==> src/rtl/mv_pkg.sv <==
// Shared state encodings, geometry constants and element extraction for the matvec sequencer.
package mv_pkg;

  localparam int NUM_WORDS      = 9;
  localparam int ELEMS_PER_WORD = 8;
  localparam int WORD_BITS      = 64;
  localparam int ELEM_BITS      = WORD_BITS / ELEMS_PER_WORD;

  typedef enum logic [2:0] {
    IDLE,
    CLEAR,
    REQ,
    RESP,
    UNPACK,
    RUN,
    DRAIN,
    FIN
  } mv_state_t;

  typedef enum logic [1:0] {
    RD_IDLE,
    RD_REQ,
    RD_RESP
  } rd_state_t;

  // Element 0 is the most significant byte of the word.
  function automatic logic [ELEM_BITS-1:0] word_elem(input logic [WORD_BITS-1:0] word,
                                                     input logic [2:0]           idx);
    logic [WORD_BITS-1:0] sh;
    sh = word >> {~idx, 3'b000};
    return sh[ELEM_BITS-1:0];
  endfunction

endpackage

==> src/rtl/avm_word_reader.sv <==
// Single-outstanding Avalon-MM word reader: holds read/address until waitrequest drops,
// then captures the first readdatavalid beat and returns a one-cycle word_vld pulse.
module avm_word_reader
  import mv_pkg::*;
(
  input  logic                 clk,
  input  logic                 rst_n,
  input  logic                 word_req,
  input  logic [31:0]          word_addr,
  output logic                 word_vld,
  output logic [WORD_BITS-1:0] word_dat,
  output logic [31:0]          avm_address,
  output logic                 avm_read,
  input  logic [WORD_BITS-1:0] avm_readdata,
  input  logic                 avm_readdatavalid,
  input  logic                 avm_waitrequest
);

  rd_state_t st;

  always_ff @(posedge clk or negedge rst_n) begin
    if (!rst_n) begin
      st          <= RD_IDLE;
      avm_address <= '0;
      avm_read    <= 1'b0;
      word_vld    <= 1'b0;
      word_dat    <= '0;
    end else begin
      word_vld <= 1'b0;
      case (st)
        RD_IDLE: begin
          if (word_req) begin
            avm_address <= word_addr;
            avm_read    <= 1'b1;
            st          <= RD_REQ;
          end
        end
        RD_REQ: begin
          if (!avm_waitrequest) begin
            avm_read <= 1'b0;
            st       <= RD_RESP;
          end
        end
        RD_RESP: begin
          // readdatavalid seen in any other state belongs to no request of ours
          if (avm_readdatavalid) begin
            word_dat <= avm_readdata;
            word_vld <= 1'b1;
            st       <= RD_IDLE;
          end
        end
        default: st <= RD_IDLE;
      endcase
    end
  end

endmodule

==> src/rtl/matvec_sequencer.sv <==
// Loads B and eight A rows from memory into nine FIFOs, then streams 8 elements into the MAC chain.
// Writes stall per-FIFO on wrfull; reads stall while any FIFO is empty; one memory read in flight.
module matvec_sequencer
  import mv_pkg::*;
#(
  parameter int          DATA_WIDTH   = 8,
  parameter logic [31:0] BASE_ADDR    = 32'd0,
  parameter int          DRAIN_CYCLES = 9
) (
  input  logic                  clk,
  input  logic                  rst_n,
  input  logic                  start,
  output logic                  busy,
  output logic                  done,
  output logic [31:0]           avm_address,
  output logic                  avm_read,
  input  logic [63:0]           avm_readdata,
  input  logic                  avm_readdatavalid,
  input  logic                  avm_waitrequest,
  output logic [DATA_WIDTH-1:0] fifo_wdata,
  output logic [8:0]            fifo_wrreq,
  input  logic [8:0]            fifo_wrfull,
  output logic                  fifo_rdreq,
  input  logic [8:0]            fifo_rdempty,
  output logic                  mac_clr,
  output logic                  mac_en
);

  mv_state_t      state;
  logic [3:0]     w;
  logic [2:0]     k;
  logic [2:0]     n;
  logic [15:0]    d;

  logic           word_req;
  logic [31:0]    word_addr;
  logic           word_vld;
  logic [63:0]    word_dat;
  logic           wr_acc;
  logic           last_elem;
  logic           last_word;

  assign last_word = (w == 4'(NUM_WORDS - 1));
  assign last_elem = (k == 3'(ELEMS_PER_WORD - 1));
  assign wr_acc    = (state == UNPACK) && !fifo_wrfull[w];

  // Next word is requested in the same cycle its predecessor's last element is accepted.
  assign word_req  = (state == CLEAR) || (wr_acc && last_elem && !last_word);
  assign word_addr = BASE_ADDR + ((state == CLEAR) ? 32'd0 : (32'(w) + 32'd1));

  assign fifo_wrreq = wr_acc ? (9'd1 << w) : 9'd0;
  assign fifo_wdata = (state == UNPACK) ? DATA_WIDTH'(word_elem(word_dat, k)) : '0;
  assign fifo_rdreq = (state == RUN) && (fifo_rdempty == 9'd0);

  avm_word_reader u_reader (
    .clk               (clk),
    .rst_n             (rst_n),
    .word_req          (word_req),
    .word_addr         (word_addr),
    .word_vld          (word_vld),
    .word_dat          (word_dat),
    .avm_address       (avm_address),
    .avm_read          (avm_read),
    .avm_readdata      (avm_readdata),
    .avm_readdatavalid (avm_readdatavalid),
    .avm_waitrequest   (avm_waitrequest)
  );

  always_ff @(posedge clk or negedge rst_n) begin
    if (!rst_n) begin
      state   <= IDLE;
      w       <= '0;
      k       <= '0;
      n       <= '0;
      d       <= '0;
      busy    <= 1'b0;
      done    <= 1'b0;
      mac_clr <= 1'b0;
      mac_en  <= 1'b0;
    end else begin
      // FIFO read data appears one cycle after rdreq
      mac_en <= fifo_rdreq;
      case (state)
        IDLE: begin
          if (start) begin
            state   <= CLEAR;
            busy    <= 1'b1;
            mac_clr <= 1'b1;
            w       <= '0;
          end
        end
        CLEAR: begin
          mac_clr <= 1'b0;
          w       <= '0;
          state   <= REQ;
        end
        REQ: begin
          if (avm_read && !avm_waitrequest) begin
            state <= RESP;
          end
        end
        RESP: begin
          if (word_vld) begin
            k     <= '0;
            state <= UNPACK;
          end
        end
        UNPACK: begin
          if (wr_acc) begin
            k <= k + 3'd1;
            if (last_elem) begin
              if (last_word) begin
                n     <= '0;
                state <= RUN;
              end else begin
                w     <= w + 4'd1;
                state <= REQ;
              end
            end
          end
        end
        RUN: begin
          if (fifo_rdreq) begin
            n <= n + 3'd1;
            if (n == 3'(ELEMS_PER_WORD - 1)) begin
              d     <= '0;
              state <= DRAIN;
            end
          end
        end
        DRAIN: begin
          // first DRAIN cycle carries the final mac_en, then DRAIN_CYCLES more
          if (d == 16'(DRAIN_CYCLES)) begin
            done  <= 1'b1;
            state <= FIN;
          end else begin
            d <= d + 16'd1;
          end
        end
        FIN: begin
          done  <= 1'b0;
          busy  <= 1'b0;
          state <= IDLE;
        end
        default: state <= IDLE;
      endcase
    end
  end

endmodule

==> config.mk <==
export PLATFORM = sky130hd
export DESIGN_NAME = matvec_sequencer
export DESIGN_NICKNAME = d
export VERILOG_FILES = /design/src/rtl/mv_pkg.sv /design/src/rtl/avm_word_reader.sv /design/src/rtl/matvec_sequencer.sv
export SDC_FILE = /design/constraint.sdc
export NUM_CORES = 1
export LEC_CHECK = 0
export ABC_CLOCK_PERIOD_IN_PS = 4400
export CAP_MARGIN = 20
export CORE_ASPECT_RATIO = 1.25
export CORE_UTILIZATION = 30
export CTS_BUF_LIST = sky130_fd_sc_hd__clkbuf_8
export DETAILED_ROUTE_END_ITERATION = 10
export PLACE_DENSITY = 0.49
export SLEW_MARGIN = 20
export SYNTH_ARGS = -nofsm -noshare
export SYNTH_HDL_FRONTEND = slang
export SYNTH_SLANG_ARGS = --single-unit
==> constraint.sdc <==
create_clock -name clk -period 4.4 [get_ports clk]
set_clock_uncertainty 0.2 [all_clocks]
set_input_delay 0.88 -clock clk [delete_from_list [all_inputs] [get_ports clk]]
set_output_delay 0.88 -clock clk [all_outputs]
set_load 0.01 [all_outputs]
==> impl_metrics.toml <==
[status]
status = "finished clean"

[timing]
finalMaxSlewViolations = 0
setup_viol = 0
clock.fmax_mhz = 243
slew_headroom_pct = 40.9
worst_pin_slew_ns = 0.887
fin_tns_setup_ns = 0
fin_crit_sh_pct = 93.6
period_needed_ns = 4.12
rsz0062_at_grt = "false"
hold_viol_final = 0

[critical_path]
crit_slowest_cell = "clkdlybuf4s50_1"
cpPeakStageDelay_ns = 0.54
path_common_cell = "clkdlybuf4s50_1"
r2r_cells = 5
crit_path_max_fanout = 5
cp_data_arrival_time_ns = 3.04
startpoint_type = "input port"
worstSetupEndpointType = "output pin"
path_cells = "clkdlybuf4s50_1 > mux2i_1 > nor2_2 > nor4_4 > nand2_2 > nor2_1 > and3_1 > clkdlybuf4s50_1"
critPathKind = "input port to output pin"
worstPathRequired_ns = 3.32

[die]
top_level_ports = 142
initial_core_util_pct = 30.8
core_area_um2 = 18200
rows = 55
die_w_um = 124
die-area_um2 = 19300
die_h_um = 155

[cts]
clk_pin_slew_ns = 0.10
hold_buffers = 0
cts_max_level = 3
clkSinkCount = 106
cts_buffer_depth = 2
cts_made_buffers = 9
cts-resized-gates = 0
post_cts_buffers = 0
cts_tree = "yes"
clock-root-buffer = "clkbuf_8"
clk_latency_ns = 0.37

[grt]
met3_usage_pct = 2.68
grt_pass1_wl_mm = 22.5
grt-busiest-layer = "met2"
grt_use_met2_pct = 24.5
grt_pass1_vias = 4596
antenna_found_initial = 0
grt_overflow = 0
grt.total_usage_pct = 14.4
grt_max_degree = 66
grtUsageMet1_pct = 18.6

[routing]
antenna_left = 0
wl_mm = 13.4
route.detailed.drc = 0
vias = 4449
wl_per_cell_um = 14.2
drt_iter0_markers = 167
dr.pass1.iters = 4
vias_per_cell = 4.71

[synth]
synthTopCellsByArea = "dfrtp_1 (47%), nand2_1 (15%), mux4_2 (6.4%)"
ys_ff_latch = 106
synth_area_um2 = 5610
synth_flop_cell = "dfrtp_1"
async_reset_ff_share_pct = 100
synth.distinct_cells = 60
synth_edf_count = 0
synth_cells = 610
synth_top_area_share_pct = 47.2
yosysWarningCount = 0
ys_seq_area_share_pct = 47.2
synth_area_leader_cell = "dfrtp_1"
avgSynthCellArea_um2 = 9.20

[pwr]
leakage_nw = 3.20
vdd_drop_max_v = 0.000272
p_per_area_nw_per_um2 = 511
finalPower_mw = 3.60

[layout]
drive_gt1_share_pct = 7.68
synthToLayoutAreaGrowth_pct = 25.5
fin_nets = 810
fill_cells = 1852
n_antenna_cell = 0

[hold_path]
holdCritPathClass = "flip-flop to flip-flop"
whs_path_depth = 2

[place]
hpwl_mm = 9.78
portBuffers = 114
gp_congestion = 0.773

[job]
drv_cap = 0
-- cell usage in the layout (no fill, tap or decap), types with 3 or more instances in the layout --
cell type	n
nand2_1	221
clkdlybuf4s50_1	113
dfrtp_1	106
nor2_1	34
o21ai_0	28
conb_1	27
mux4_2	16
nand3_1	13
mux2i_1	12
ha_1	12
clkbuf_8	9
and2_1	8
and3_1	8
a21oi_1	8
buf_4	7
inv_1	5
nor3_1	5
nor2b_1	5
xor2_1	5
a31oi_1	5
nand3b_1	4
nor4_1	4
nand4_1	4
xnor2_1	3
-- worst paths after layout --
kind | from | endpoint | slack, ns
min in group asynchronous | rst_n | u_reader.word_dat[12] | 0.37
max in group asynchronous | rst_n | n[2] | 2.75
worst max-delay path | fifo_wrfull[3] | fifo_wrreq[4] | 0.28
worst min-delay path | u_reader.word_dat[44] | u_reader.word_dat[44] | 0.28
worst max register to register | state[1] | d[8] | 1.63
worst min register to register | u_reader.word_dat[44] | u_reader.word_dat[44] | 0.28
-- synth_stat cells (3+ instances only) --
| cell type | n |
|---|---|
| a21oi_1 | 8 |
| a31oi_1 | 5 |
| and2_1 | 8 |
| and3_1 | 8 |
| buf_1 | 4 |
| buf_2 | 6 |
| buf_4 | 27 |
| clkbuf_1 | 17 |
| dfrtp_1 | 106 |
| ha_1 | 12 |
| inv_1 | 6 |
| mux2i_1 | 12 |
| mux4_2 | 16 |
| nand2_1 | 221 |
| nand3_1 | 13 |
| nand3b_1 | 4 |
| nand4_1 | 4 |
| nor2_1 | 34 |
| nor2b_1 | 5 |
| nor3_1 | 5 |
| nor4_1 | 4 |
| o21ai_0 | 28 |
| xnor2_1 | 3 |
| xor2_1 | 5 |
-- area by class of cell --
cell class | instances | area, um2 | area share, %
Multi-Input combinational cell | 467 | 2700 | 38.3
Sequential cell | 106 | 2650 | 37.6
Timing Repair Buffer | 121 | 1200 | 17.1
Tap cell | 228 | 285 | 4.05
Clock buffer | 9 | 124 | 1.76
Clock inverter | 7 | 61.3 | 0.870
Inverter | 6 | 22.5 | 0.320
-- through the flow --
step           utilization [%]  worst slack (ns)  hold slack [ns]  area (um2)  cells
2_1_floorplan                -              1.30            0.240        5710    636
3_3_place_gp              37.5             0.341            0.254        6840    927
3_5_place_dp              37.5             0.245            0.259        6840    927
4_1_cts                   38.5             0.239            0.285        7030    943
5_1_grt                   38.6            0.0643            0.296        7050    944
6_report                  38.6             0.282            0.280        7050    944
-- state kept, by name, indices dropped and copies added, names as in the netlist --
| name | cells |
|---|---|
| u_reader.word_dat | 64 |
| d | 16 |
| u_reader.avm_address | 5 |
| w | 4 |
| k | 3 |
| n | 3 |
| state | 3 |
| u_reader.st | 2 |
| busy | 1 |
| done | 1 |
| mac_clr | 1 |
| mac_en | 1 |
| u_reader.avm_read | 1 |
| u_reader.word_vld | 1 |
-- critical path: cells and delay by family --
kind / cells / cell delay, ns
multiplexers: 1 / 0.23
AND/OR/NAND/NOR: 5 / 0.98
buffers and inverters: 2 / 0.94
-- logic make-up after synthesis --
logic type	Yosys count	share of synthesized area [%]
xor+xnor	8	1.25
other cells	1	0.0668
mux	30	9.03
flops	106	47.2
fa+ha+maj	12	2.67
simple gates	326	26.0
buf+inv	63	6.44
compound gates	64	7.33
-- metal layers --
| metal | up-vias | wire length, um |
|---|---|---|
| met5 | - | 0 |
| met4 | 0 | 140 |
| met3 | 8 | 586 |
| met2 | 123 | 6600 |
| met1 | 2122 | 6080 |
| li1 | 2196 | - |
-- power breakdown --
part / switching (mW) / internal, mW
clock network: 0.364 / 0.217
logic: 0.640 / 0.664
registers: 0.364 / 1.35
(Power assumes the default switching activity.)
==> RTL edit 1, RTL diff (same flow settings) <==
Encoding of `mv_state_t`: now one-hot (8 bits for 8 states).
--- a/src/rtl/mv_pkg.sv
+++ b/src/rtl/mv_pkg.sv
@@ -8,11 +8,11 @@
 
-  typedef enum logic [2:0] {
-    IDLE,
-    CLEAR,
-    REQ,
-    RESP,
-    UNPACK,
-    RUN,
-    DRAIN,
-    FIN
+  typedef enum logic [7:0] {
+    IDLE   = 8'b00000001,
+    CLEAR  = 8'b00000010,
+    REQ    = 8'b00000100,
+    RESP   = 8'b00001000,
+    UNPACK = 8'b00010000,
+    RUN    = 8'b00100000,
+    DRAIN  = 8'b01000000,
+    FIN    = 8'b10000000
   } mv_state_t;
Function: same outputs for any inputs over 10 cycles, from zero or initial values and one cycle with rst_n low; not proved beyond that.
==> RTL edit 1 against the unedited design <==
Wire length up 11%; count of clock-buffer cells in the layout did not move; power decreased by 5.2%; via count increased by 7.3%; worst setup slack improved by 0.0029 ns; design area up 5.5%; worst hold slack barely moved; sequential cell count grew 5; global-route usage is 0.98 points higher; critical path depth is 1 lower; register-to-register slack improved by 0.03 ns; area after synthesis up 7.2%; critical path type unchanged; critical endpoint unchanged.
==> RTL edit 1: results (changes against the unedited design) <==
- Outcome: finished clean
- Yosys cell types: 68 (+13%)
- DP Cell Count: 1003 (+8.2%)
- Gr usage total: 15.4% (+0.98 points)
- Fillers: 2047 (+11%)
- Synth top cells by count: nand2_1, dfrtp_1, nor2_1, buf_4, mux2i_1
- RD Place Congestion: 0.814 (+5.3%)
- Post-CTS setup buffers: 0 (unchanged)
- Mapped Avg Cell Area: 9.21 um2 (about the same)
- Met3 wire len: 537 um (-8.4%)
- Metal2 WL: 7670 um (+16%)
- Seq/Total Area, Yosys: 46.2% (-1.1 points)
- Arr. time, crit path: 3.04 ns (about the same)
- Max FO, Critical Path: 8 (+3)
- CTS Buf Count: 9 (unchanged)
- First-pass GRT wire length: 24900 um (+10%)
- Area contributors post-synth: dfrtp_1, nand2_1, mux4_2, buf_4, mux2i_1
- DRT Pass-1 Iters: 4 (unchanged)
- Biggest regs: u_reader.word_dat: 64 flops, d: 16 flops, state: 8 flops
- Via count: 4776 (+7.3%)
- H-tree Lvls: 3 (unchanged)
- Wl on met1: 6480 um (+6.6%)
- Slew headroom: 35.2% (-5.6 points)
- WL final: 14900 um (+11%)
- Layout cells sized above 1: 7.16% (-0.52 points)
- Vias in the first global route: 4908 (+6.8%)
- Fin nets: 848 (+4.7%)
- Final HPWL DP: 11000 um (+12%)
- Max IR drop VDD: 0.000187 V (-31%)
- DR iter-0 viols: 204 (+22%)
- Via/cell ratio: 4.69 (-0.55%)
- Leakage Power: 3.37 nW (+5.2%)
RTL edit 1: cell types whose count changed in the layout (fill, tap and decap cells not counted), moves of 6 or more:
cell | before | now
mux2i_1 | 12 | 19
o22a_1 | 0 | 6
nor3_1 | 5 | 11
o21ai_0 | 28 | 16
nand2_1 | 221 | 230
RTL edit 1: report_power, final:
part,switching [mW],leakage (nW),internal (mW),total (mW)
Clock,0.367,0.0971,0.214,0.581
Combinational,0.587,1.90,0.635,1.22
Sequential,0.261,1.37,1.35,1.61
Total,1.21,3.37,2.20,3.41
RTL edit 1: cells by family (layout without fill, tap and decap cells):
group / after synthesis / in the layout / share of synthesized area (%)
DFF: 111 / 111 / 46.2
muxes: 35 / 35 / 9.15
xor gates and xnor gates: 2 / 2 / 0.291
and+or+nand+nor: 344 / 344 / 25.6
AOI/OAI and AO/OA: 78 / 78 / 9.23
buffers and inverters: 70 / 145 / 6.99
adders and majority gates: 12 / 12 / 2.50
other: 1 / 27 / 0.0623
RTL edit 1: worst paths after layout:
kind	slack (ns)	cells past startpoint	end	from
worst max-delay path	0.28	7	fifo_wrreq[4]	fifo_wrfull[8]
worst min-delay path	0.28	2	u_reader.word_dat[27]	u_reader.word_dat[27]
worst max register to register	1.66	6	u_reader.avm_address[0]	k[1]
worst min register to register	0.28	2	u_reader.word_dat[27]	u_reader.word_dat[27]
max in group asynchronous	2.85	2	state[0]	rst_n
min in group asynchronous	0.34	1	d[8]	rst_n
RTL edit 1: final cells by class:
class	count	share of cell area, %
multi-input cells	498	39.2
flip-flops and latches	111	37.4
well taps	265	4.46
clock inverters	7	0.791
repair buffers	119	16.0
clock buffers	9	1.67
inverters	10	0.522
RTL edit 1: worst max-delay path: stages:
cell and delay, ns:
clkdlybuf4s50_1 0.46, or4bb_1 0.47, o21ai_0 0.14, o31a_1 0.30, nor3_2 0.11, and3_1 0.20, clkdlybuf4s50_1 0.48
RTL edit 1: layer usage:
layer  vias to the layer above  GRT usage, %
li1                       2364             -
met1                      2277          19.7
met2                       121          26.5
met3                        14          1.97
met4                         0          5.35
met5                         -             0
RTL edit 1: stage by stage:
step / hold slack [ns] / setup slack, ns / instance area (um2)
4_1_cts: 0.288 / 0.270 / 7430
3_3_place_gp: 0.255 / 0.323 / 7250
6_report: 0.281 / 0.285 / 7430
2_1_floorplan: 0.240 / 1.33 / 6110
3_5_place_dp: 0.262 / 0.279 / 7250
5_1_grt: 0.297 / 0.154 / 7430
==> RTL edit 2, RTL diff (same settings) <==
Without the edit above. Change the parameter `DRAIN_CYCLES` from 9 to 4.
--- a/src/rtl/matvec_sequencer.sv
+++ b/src/rtl/matvec_sequencer.sv
@@ -7,3 +7,3 @@
   parameter logic [31:0] BASE_ADDR    = 32'd0,
-  parameter int          DRAIN_CYCLES = 9
+  parameter int          DRAIN_CYCLES = 4
 ) (
Function: no difference found for any inputs over 4 cycles, from zero or initial values and one cycle with rst_n low; that may be too few to reach the edited logic, so the function may still have changed.
==> RTL edit 2 against the unedited design <==
Worst setup slack got worse by 0.034 ns; sequential cell count unchanged; critical endpoint is now fifo_rdreq; area after synthesis decreased by 2.1%; count of clock-buffer cells in the layout unchanged; clock power decreased by 5.7%; largest cell class is now sequential cells; power decreased by 11%; critical path type unchanged; wire length increased by 1.9%; design area decreased by 1.4%.
==> RTL edit 2: results (changes against the unedited design) <==
- Outcome: finished clean
- Synthesized instance count: 599 (-1.8%)
- Worst-margin pin slew: 0.770 ns (-0.118 ns)
- Arr. time, crit path: 3.07 ns (+0.03 ns)
- DR iter-0 viols: 230 (+38%)
- Vias in the first global route: 4505 (-2.0%)
- Area contributors post-synth: dfrtp_1, nand2_1, mux4_2, buf_4, ha_1
- Setup WS pre-CTS: 0.226 ns (-0.0184 ns)
- Reg2reg start: d[8]
- Routed wire per std cell: 14.6 um (+3.0%)
- Final HPWL DP: 10000 um (+2.3%)
- Mux contribution to synthesized area: 9.76% (+0.74 points)
- Via/cell ratio: 4.73 (+0.39%)
- Layout cells sized above 1: 7.65% (-0.033 points)
- Slowest stage delay, CP: 0.58 ns (+0.04 ns)
- Leakage Power: 3.17 nW (-1.0%)
- Synth Area in Adders: 2.73% (+0.056 points)
- Fin nets: 801 (-1.1%)
- Largest net degree at the start of global routing: 68 (+3.0%)
- Max FO, Critical Path: 3 (-2)
- Post-Synth XOR/XNOR Area: 0.956% (-0.29 points)
- Final cell count without fillers: 934 (-1.1%)
- Fillers: 1849 (-0.16%)
- Crit path launch: fifo_rdempty[7]
- Seq/Total Area, Yosys: 48.2% (+0.99 points)
==> RTL edit 2: changes by cell type in the layout (fill, tap and decap cells not counted), sizes merged, moves of 4 or more <==
cell | before | now
and2 | 8 | 4
and3 | 8 | 15
nand2 | 222 | 216
nor2b | 5 | 1
nor4 | 6 | 2
o21ai | 29 | 22
o2bb2ai | 0 | 7
or4 | 0 | 4
==> RTL edit 2: worst paths after layout <==
kind / endpoint / slack, ns / cells past startpoint
setup / recovery: fifo_rdreq / 0.25 / 5
hold / removal: u_reader.word_dat[0] / 0.27 / 1
setup reg to reg: state[2] / 1.81 / 6
hold reg to reg: u_reader.word_dat[7] / 0.28 / 2
max in group asynchronous: busy / 2.94 / 2
min in group clk: u_reader.word_dat[7] / 0.28 / 2
==> RTL edit 2: cell type report <==
cell class | count | area, um2 | share of cell area [%]
Multi-Input combinational cell | 451 | 2580 | 37.2
Clock inverter | 6 | 45.0 | 0.648
Inverter | 12 | 45.0 | 0.648
Timing Repair Buffer | 122 | 1210 | 17.4
Tap cell | 228 | 285 | 4.11
Sequential cell | 106 | 2650 | 38.2
Clock buffer | 9 | 124 | 1.78
==> RTL edit 2: routing by layer <==
layer	vias up	global-route usage [%]	routed length [um]
met5	-	0	0
met4	0	5.91	206
met3	13	2.95	753
met2	138	25.6	6750
met1	2110	19.1	5960
li1	2158	-	-
==> RTL edit 2: cell families (layout without fill, tap and decap cells) <==
kind of cell               count (synthesis)  count (layout)
adders and majority gates                 12              12
buffers and inverters                     68             149
other                                      1              27
muxes                                     33              33
AOI/OAI and AO/OA                         59              59
xor gates and xnor gates                   6               6
and+or+nand+nor                          314             314
DFF                                      106             106
==> RTL edit 2: power groups by stage <==
stage	Combinational [mW]	Clock, mW	Sequential (mW)
3_3_place_gp	1.08	0	1.59
5_1_grt	1.23	0.612	1.65
4_1_cts	1.11	0.576	1.59
3_5_place_dp	1.10	0	1.61
6_report	1.07	0.548	1.59
2_1_floorplan	0.846	0	1.50
==> RTL edit 2: worst reg2reg max path: stages (launching register included) <==
cell,delay [ns]
dfrtp_1,0.46
or4_4,0.56
nor4_4,0.38
nand2b_1,0.23
o311a_1,0.21
a31oi_1,0.09
or3_1,0.35
==> RTL edit 2: stage by stage <==
step / hold slack, ns / total power [mW]
after floorplan: 0.240 / 2.34
after global placement: 0.252 / 2.67
after detailed placement: 0.259 / 2.71
after CTS: 0.268 / 3.27
after global routing: 0.292 / 3.49
final: 0.265 / 3.21
